<file path="src/rtl/pwm_capture.sv">
// rtl/pwm_capture.sv - PWM high-time/period capture with stall timeout; duty divider under PWM_CAPTURE_DUTY_EN
module pwm_capture #(
    parameter int CNT_W = 16
) (
    input  logic             clock,
    input  logic             reset,
    input  logic             enable,
    input  logic             pwm_in,
    output logic [CNT_W-1:0] high_cnt,
    output logic [CNT_W-1:0] period_cnt,
    output logic             valid,
    output logic             timeout,
    output logic             stuck_level
`ifdef PWM_CAPTURE_DUTY_EN
    ,
    output logic [6:0]       duty_pct,
    output logic             duty_valid
`endif
);

    localparam logic [1:0] ST_IDLE = 2'd0;
    localparam logic [1:0] ST_HIGH = 2'd1;
    localparam logic [1:0] ST_LOW  = 2'd2;
    localparam logic [CNT_W-1:0] CNT_MAX = '1;
    localparam logic [CNT_W-1:0] CNT_ONE = CNT_W'(1);

    logic             s1, s2, s3;
    logic             rise, fall, sat;
    logic [1:0]       state;
    logic [CNT_W-1:0] hacc, pacc;

    assign rise = s2 & ~s3;
    assign fall = ~s2 & s3;
    // A rise in the saturating cycle still closes the measurement normally
    assign sat  = (pacc == CNT_MAX) && !rise;

    always_ff @(posedge clock or negedge reset) begin
        if (!reset) begin
            s1 <= 1'b0;
            s2 <= 1'b0;
            s3 <= 1'b0;
        end else begin
            s1 <= pwm_in;
            s2 <= s1;
            s3 <= s2;
        end
    end

    always_ff @(posedge clock or negedge reset) begin
        if (!reset) begin
            state       <= ST_IDLE;
            hacc        <= '0;
            pacc        <= '0;
            high_cnt    <= '0;
            period_cnt  <= '0;
            valid       <= 1'b0;
            timeout     <= 1'b0;
            stuck_level <= 1'b0;
        end else begin
            valid   <= 1'b0;
            timeout <= 1'b0;
            if (!enable) begin
                state <= ST_IDLE;
                hacc  <= '0;
                pacc  <= '0;
            end else begin
                case (state)
                    ST_IDLE: begin
                        if (rise) begin
                            state <= ST_HIGH;
                            hacc  <= CNT_ONE;
                            pacc  <= CNT_ONE;
                        end else begin
                            hacc <= '0;
                            pacc <= '0;
                        end
                    end
                    ST_HIGH: begin
                        if (sat) begin
                            timeout     <= 1'b1;
                            stuck_level <= s2;
                            state       <= ST_IDLE;
                            hacc        <= '0;
                            pacc        <= '0;
                        end else if (fall) begin
                            state <= ST_LOW;
                            pacc  <= pacc + CNT_ONE;
                        end else begin
                            hacc <= hacc + CNT_ONE;
                            pacc <= pacc + CNT_ONE;
                        end
                    end
                    ST_LOW: begin
                        if (rise) begin
                            high_cnt   <= hacc;
                            period_cnt <= pacc;
                            valid      <= 1'b1;
                            state      <= ST_HIGH;
                            hacc       <= CNT_ONE;
                            pacc       <= CNT_ONE;
                        end else if (sat) begin
                            timeout     <= 1'b1;
                            stuck_level <= s2;
                            state       <= ST_IDLE;
                            hacc        <= '0;
                            pacc        <= '0;
                        end else begin
                            pacc <= pacc + CNT_ONE;
                        end
                    end
                    default: begin
                        state <= ST_IDLE;
                        hacc  <= '0;
                        pacc  <= '0;
                    end
                endcase
            end
        end
    end

`ifdef PWM_CAPTURE_DUTY_EN
    // Restoring division of high*100 by period; the quotient never exceeds 100 so 7 bits suffice
    localparam int NW = CNT_W + 7;

    logic [NW-1:0] rem, dsh, rem_sub;
    logic [6:0]    quo, quo_nx;
    logic [2:0]    iter;
    logic          take;

    assign take    = (rem >= dsh);
    assign rem_sub = rem - dsh;
    assign quo_nx  = {quo[5:0], take};

    always_ff @(posedge clock or negedge reset) begin
        if (!reset) begin
            rem        <= '0;
            dsh        <= '0;
            quo        <= '0;
            iter       <= 3'd0;
            duty_pct   <= 7'd0;
            duty_valid <= 1'b0;
        end else begin
            duty_valid <= 1'b0;
            if (valid) begin
                rem  <= NW'(high_cnt) * NW'(100);
                dsh  <= NW'(period_cnt) << 6;
                quo  <= 7'd0;
                iter <= 3'd7;
            end else if (iter != 3'd0) begin
                if (take) begin
                    rem <= rem_sub;
                end
                dsh  <= dsh >> 1;
                quo  <= quo_nx;
                iter <= iter - 3'd1;
                if (iter == 3'd1) begin
                    duty_pct   <= quo_nx;
                    duty_valid <= 1'b1;
                end
            end
        end
    end
`endif

endmodule

</file>
<file path="config.mk">
export PLATFORM = sky130hd
export DESIGN_NAME = pwm_capture
export DESIGN_NICKNAME = d
export VERILOG_FILES = /design/src/rtl/pwm_capture.sv
export SDC_FILE = /design/constraint.sdc
export NUM_CORES = 1
export LEC_CHECK = 0
export BUFFER_PORTS_ARGS = -buffer_cell sky130_fd_sc_hd__clkbuf_2
export CORE_ASPECT_RATIO = 0.9
export CORE_MARGIN = 1.5
export CORE_UTILIZATION = 35
export CTS_CLUSTER_SIZE = 8
export DETAILED_ROUTE_END_ITERATION = 16
export GPL_TIMING_DRIVEN = 0
export RECOVER_POWER = 100
export SKIP_LAST_GASP = 1
export SLEW_MARGIN = 20
export SYNTH_ARGS = -nofsm -noshare
export SYNTH_HDL_FRONTEND = slang
export SYNTH_SLANG_ARGS = --single-unit
</file>
<file path="constraint.sdc">
create_clock -name clock -period 2.3 [get_ports clock]
set_clock_uncertainty 0.2 [all_clocks]
set_input_delay 0.46 -clock clock [delete_from_list [all_inputs] [get_ports clock]]
set_output_delay 0.46 -clock clock [all_outputs]
set_load 0.03 [all_outputs]
</file>
==> results.ini <==
[run_status]
status = finished, final reports clean

[floorplan]
die_w_um = 106
fp.dieArea_um2 = 10100
die_h_um = 95.4
num_io_pins = 39
core_area_um2 = 9170
row_count = 33
start_util_pct = 36.2

[setup_path]
criticalPathCategory = reg2reg
reg2regPathDepth = 7
r2r-start = state[1]
max_stage_delay_ns = 0.53
reg2reg_to = hacc[15]
start_kind = flop
required_ns = 2.38
endpoint_kind = flop
reg2reg_setup_slack_ns = 0.11
cp_max_fo = 5
cp.arrival_ns = 2.26
slowest_stage = or4_4
path_cells = inv_1 > ha_2 > nor2b_1 > o211ai_1 > nand3_2 > or4_4 > a21oi_2

[synthesis]
netlist_area_um2 = 3320
synth-main-ff-cell = dfrtp_1
yosysUniqueCellTypes = 49
ys_seq_elements = 72
synth_edf_count = 0
syn_inst = 298
synth_warnings = 0
yosysSeqAreaShare_pct = 54.3
syn_avg_cell_area_um2 = 11.1
ys_async_sr_fraction_pct = 100
syn-num-nets = 308

[cts]
cts_tree = yes
cts_root_buf = clkbuf_8
numCtsBuffers = 9
clk_pin_slew_worst_paths_ns = 0.08
cts.sinks = 72
htreeDepth = 3
cts_buffer_depth = 2
clkLatencyLatePin_ns = 0.35

[sta]
max_freq_mhz = 457
setup_viol = 0
hold_ws_ns = 0.0238
slew_headroom_pct = 39.5
slew_viol_final = 0
period_share_pct = 95.2
tns_ns = 0
fin_crit_ns = 2.19
tightest_slew_ns = 0.908
hold_viol = 0

[placement]
placed_cells = 458
gp_congestion = 0.826
placed_area_um2 = 3680
dp_hpwl_mm = 4.67
port_buffers = 37

[final_layout]
final_cell_mix = dfrtp_1 (72), clkbuf_1 (36), nor2_1 (34), mux2_2 (33)
layout_commonest_cell = dfrtp_1
nets = 359
syn_to_final_growth_pct = 18.5
design_area_um2 = 3930
fin_util_pct = 42.9
drive_gt1_share_pct = 23.7
finalNonFillerCells = 476
n_antenna_cell = 0

[global_route]
grt_pass1_wl_mm = 11.3
overflow = 0
grt_max_degree = 38
first_global_vias = 2281
antenna_found_initial = 0
track_usage_pct = 14.5

[detailed_routing]
top_layer = met4
via_per_inst = 5.07
wl_per_cell_um = 14.1
wl_met3_um = 371
routed_wl_mm = 6.69
postRouteAntennaNets = 0
drc = 0
met1Wirelength_mm = 3.30
first_iter_violations = 111
wl_met2_mm = 2.92
drt_pass1_iterations = 4
vias = 2415

[power_and_ir_drop]
power_density_nw_per_um2 = 784
ir_worst_vdd_mv = 0.263
power.leakage_uw = 0.00178

[hold_path]
holdCritPathClass = in2reg
hp-start = pwm_in
min_path_cells = 1
holdPathEnd = s1

[run]
drv_cap = 0

## metal layers
| metal | vias up | GRT usage [%] |
|---|---|---|
| met2 | 72 | 21.4 |
| met4 | 0 | 6.08 |
| met5 | - | 0 |
| met3 | 8 | 4.03 |
| met1 | 1177 | 20.1 |
| li1 | 1158 | - |
## through the flow
stage          setup WS, ns  total power, uW
2_1_floorplan         0.181             1790
5_1_grt            -0.00727             3270
3_5_place_dp         -0.202             1960
4_1_cts             -0.0567             3080
6_report              0.111             3080
3_3_place_gp         -0.140             1940
## cells in the mapped netlist (all sizes together) (2+ instances only)
cell	instances	share of area [%]
dfrtp	72	54
nor2	36	4.1
mux2	33	11
a21oi	16	2.5
nand2	15	1.7
nand3	13	2.0
nand4	10	2.5
nor3	10	1.7
o21ai	10	1.5
xor2	10	2.6
clkbuf	9	1.1
inv	7	0.79
ha	6	2.3
buf	5	1.1
xnor2	5	1.3
a31oi	4	0.75
and3	4	0.75
nand3b	3	0.68
or3	3	0.57
a211oi	2	0.45
and4	2	0.53
nand2b	2	0.60
nor2b	2	0.38
o211ai	2	0.45
## repair_timing
item / CTS / global route
resized for setup: 5 / 13
setup buffers: 0 / 4
endpoints found under the hold margin: 35 / 0
hold buffers: 1 / 0
endpoints found under the setup margin: 33 / 51
gates cloned: 0 / 0
pin swaps: 0 / 2
## final cells by class
type / instances / area [um2]
buffer: 11 / 65.1
multi-input combinational: 205 / 1470
clock buffer: 10 / 138
tap: 122 / 153
timing repair buffer: 43 / 201
clock inverter: 6 / 82.6
inverter: 7 / 26.3
sequential: 72 / 1800
fill: 891 / 5230
## where the power goes
group / total [uW] / leakage, uW / internal, uW / switching (uW)
clock network: 1100 / 0.000112 / 634 / 467
logic: 584 / 0.000675 / 218 / 367
registers: 1400 / 0.000995 / 1330 / 65.8
## cell families after synthesis
group           synth area share [%]
compound gates                  8.22
fa+ha+maj                       2.56
mux                             11.2
flops                           54.3
buf+inv                         2.94
xor+xnor                        3.96
simple gates                    16.8
## sequential cells by signal (all words and copies together), names as in the netlist
register / cells
timeout: 1
state: 2
pacc: 16
valid: 1
stuck_level: 1
high_cnt: 16
s1: 1
hacc: 16
period_cnt: 16
s2: 1
s3: 1
## worst max-delay path by stage
stage | start | endpoint | slack (ns) | depth (start not counted)
2_1_floorplan | state[0] | hacc[15] | 0.18 | 7
3_3_place_gp | state[1] | hacc[15] | -0.14 | 7
3_5_place_dp | state[1] | hacc[15] | -0.20 | 7
4_1_cts | state[0] | hacc[15] | -0.06 | 7
5_1_grt | state[1] | hacc[0] | -0.007 | 9
6_report | state[1] | hacc[15] | 0.11 | 7
## critical path: cells and delay by family, from the launching register on
kind	cells	cell delay [ns]
AOI/OAI and AO/OA	2	0.47
adders and majority gates	1	0.20
buffers and inverters	1	0.07
DFF	1	0.38
and+or+nand+nor	3	0.80
Note: power is estimated with default switching activity, not from simulation.
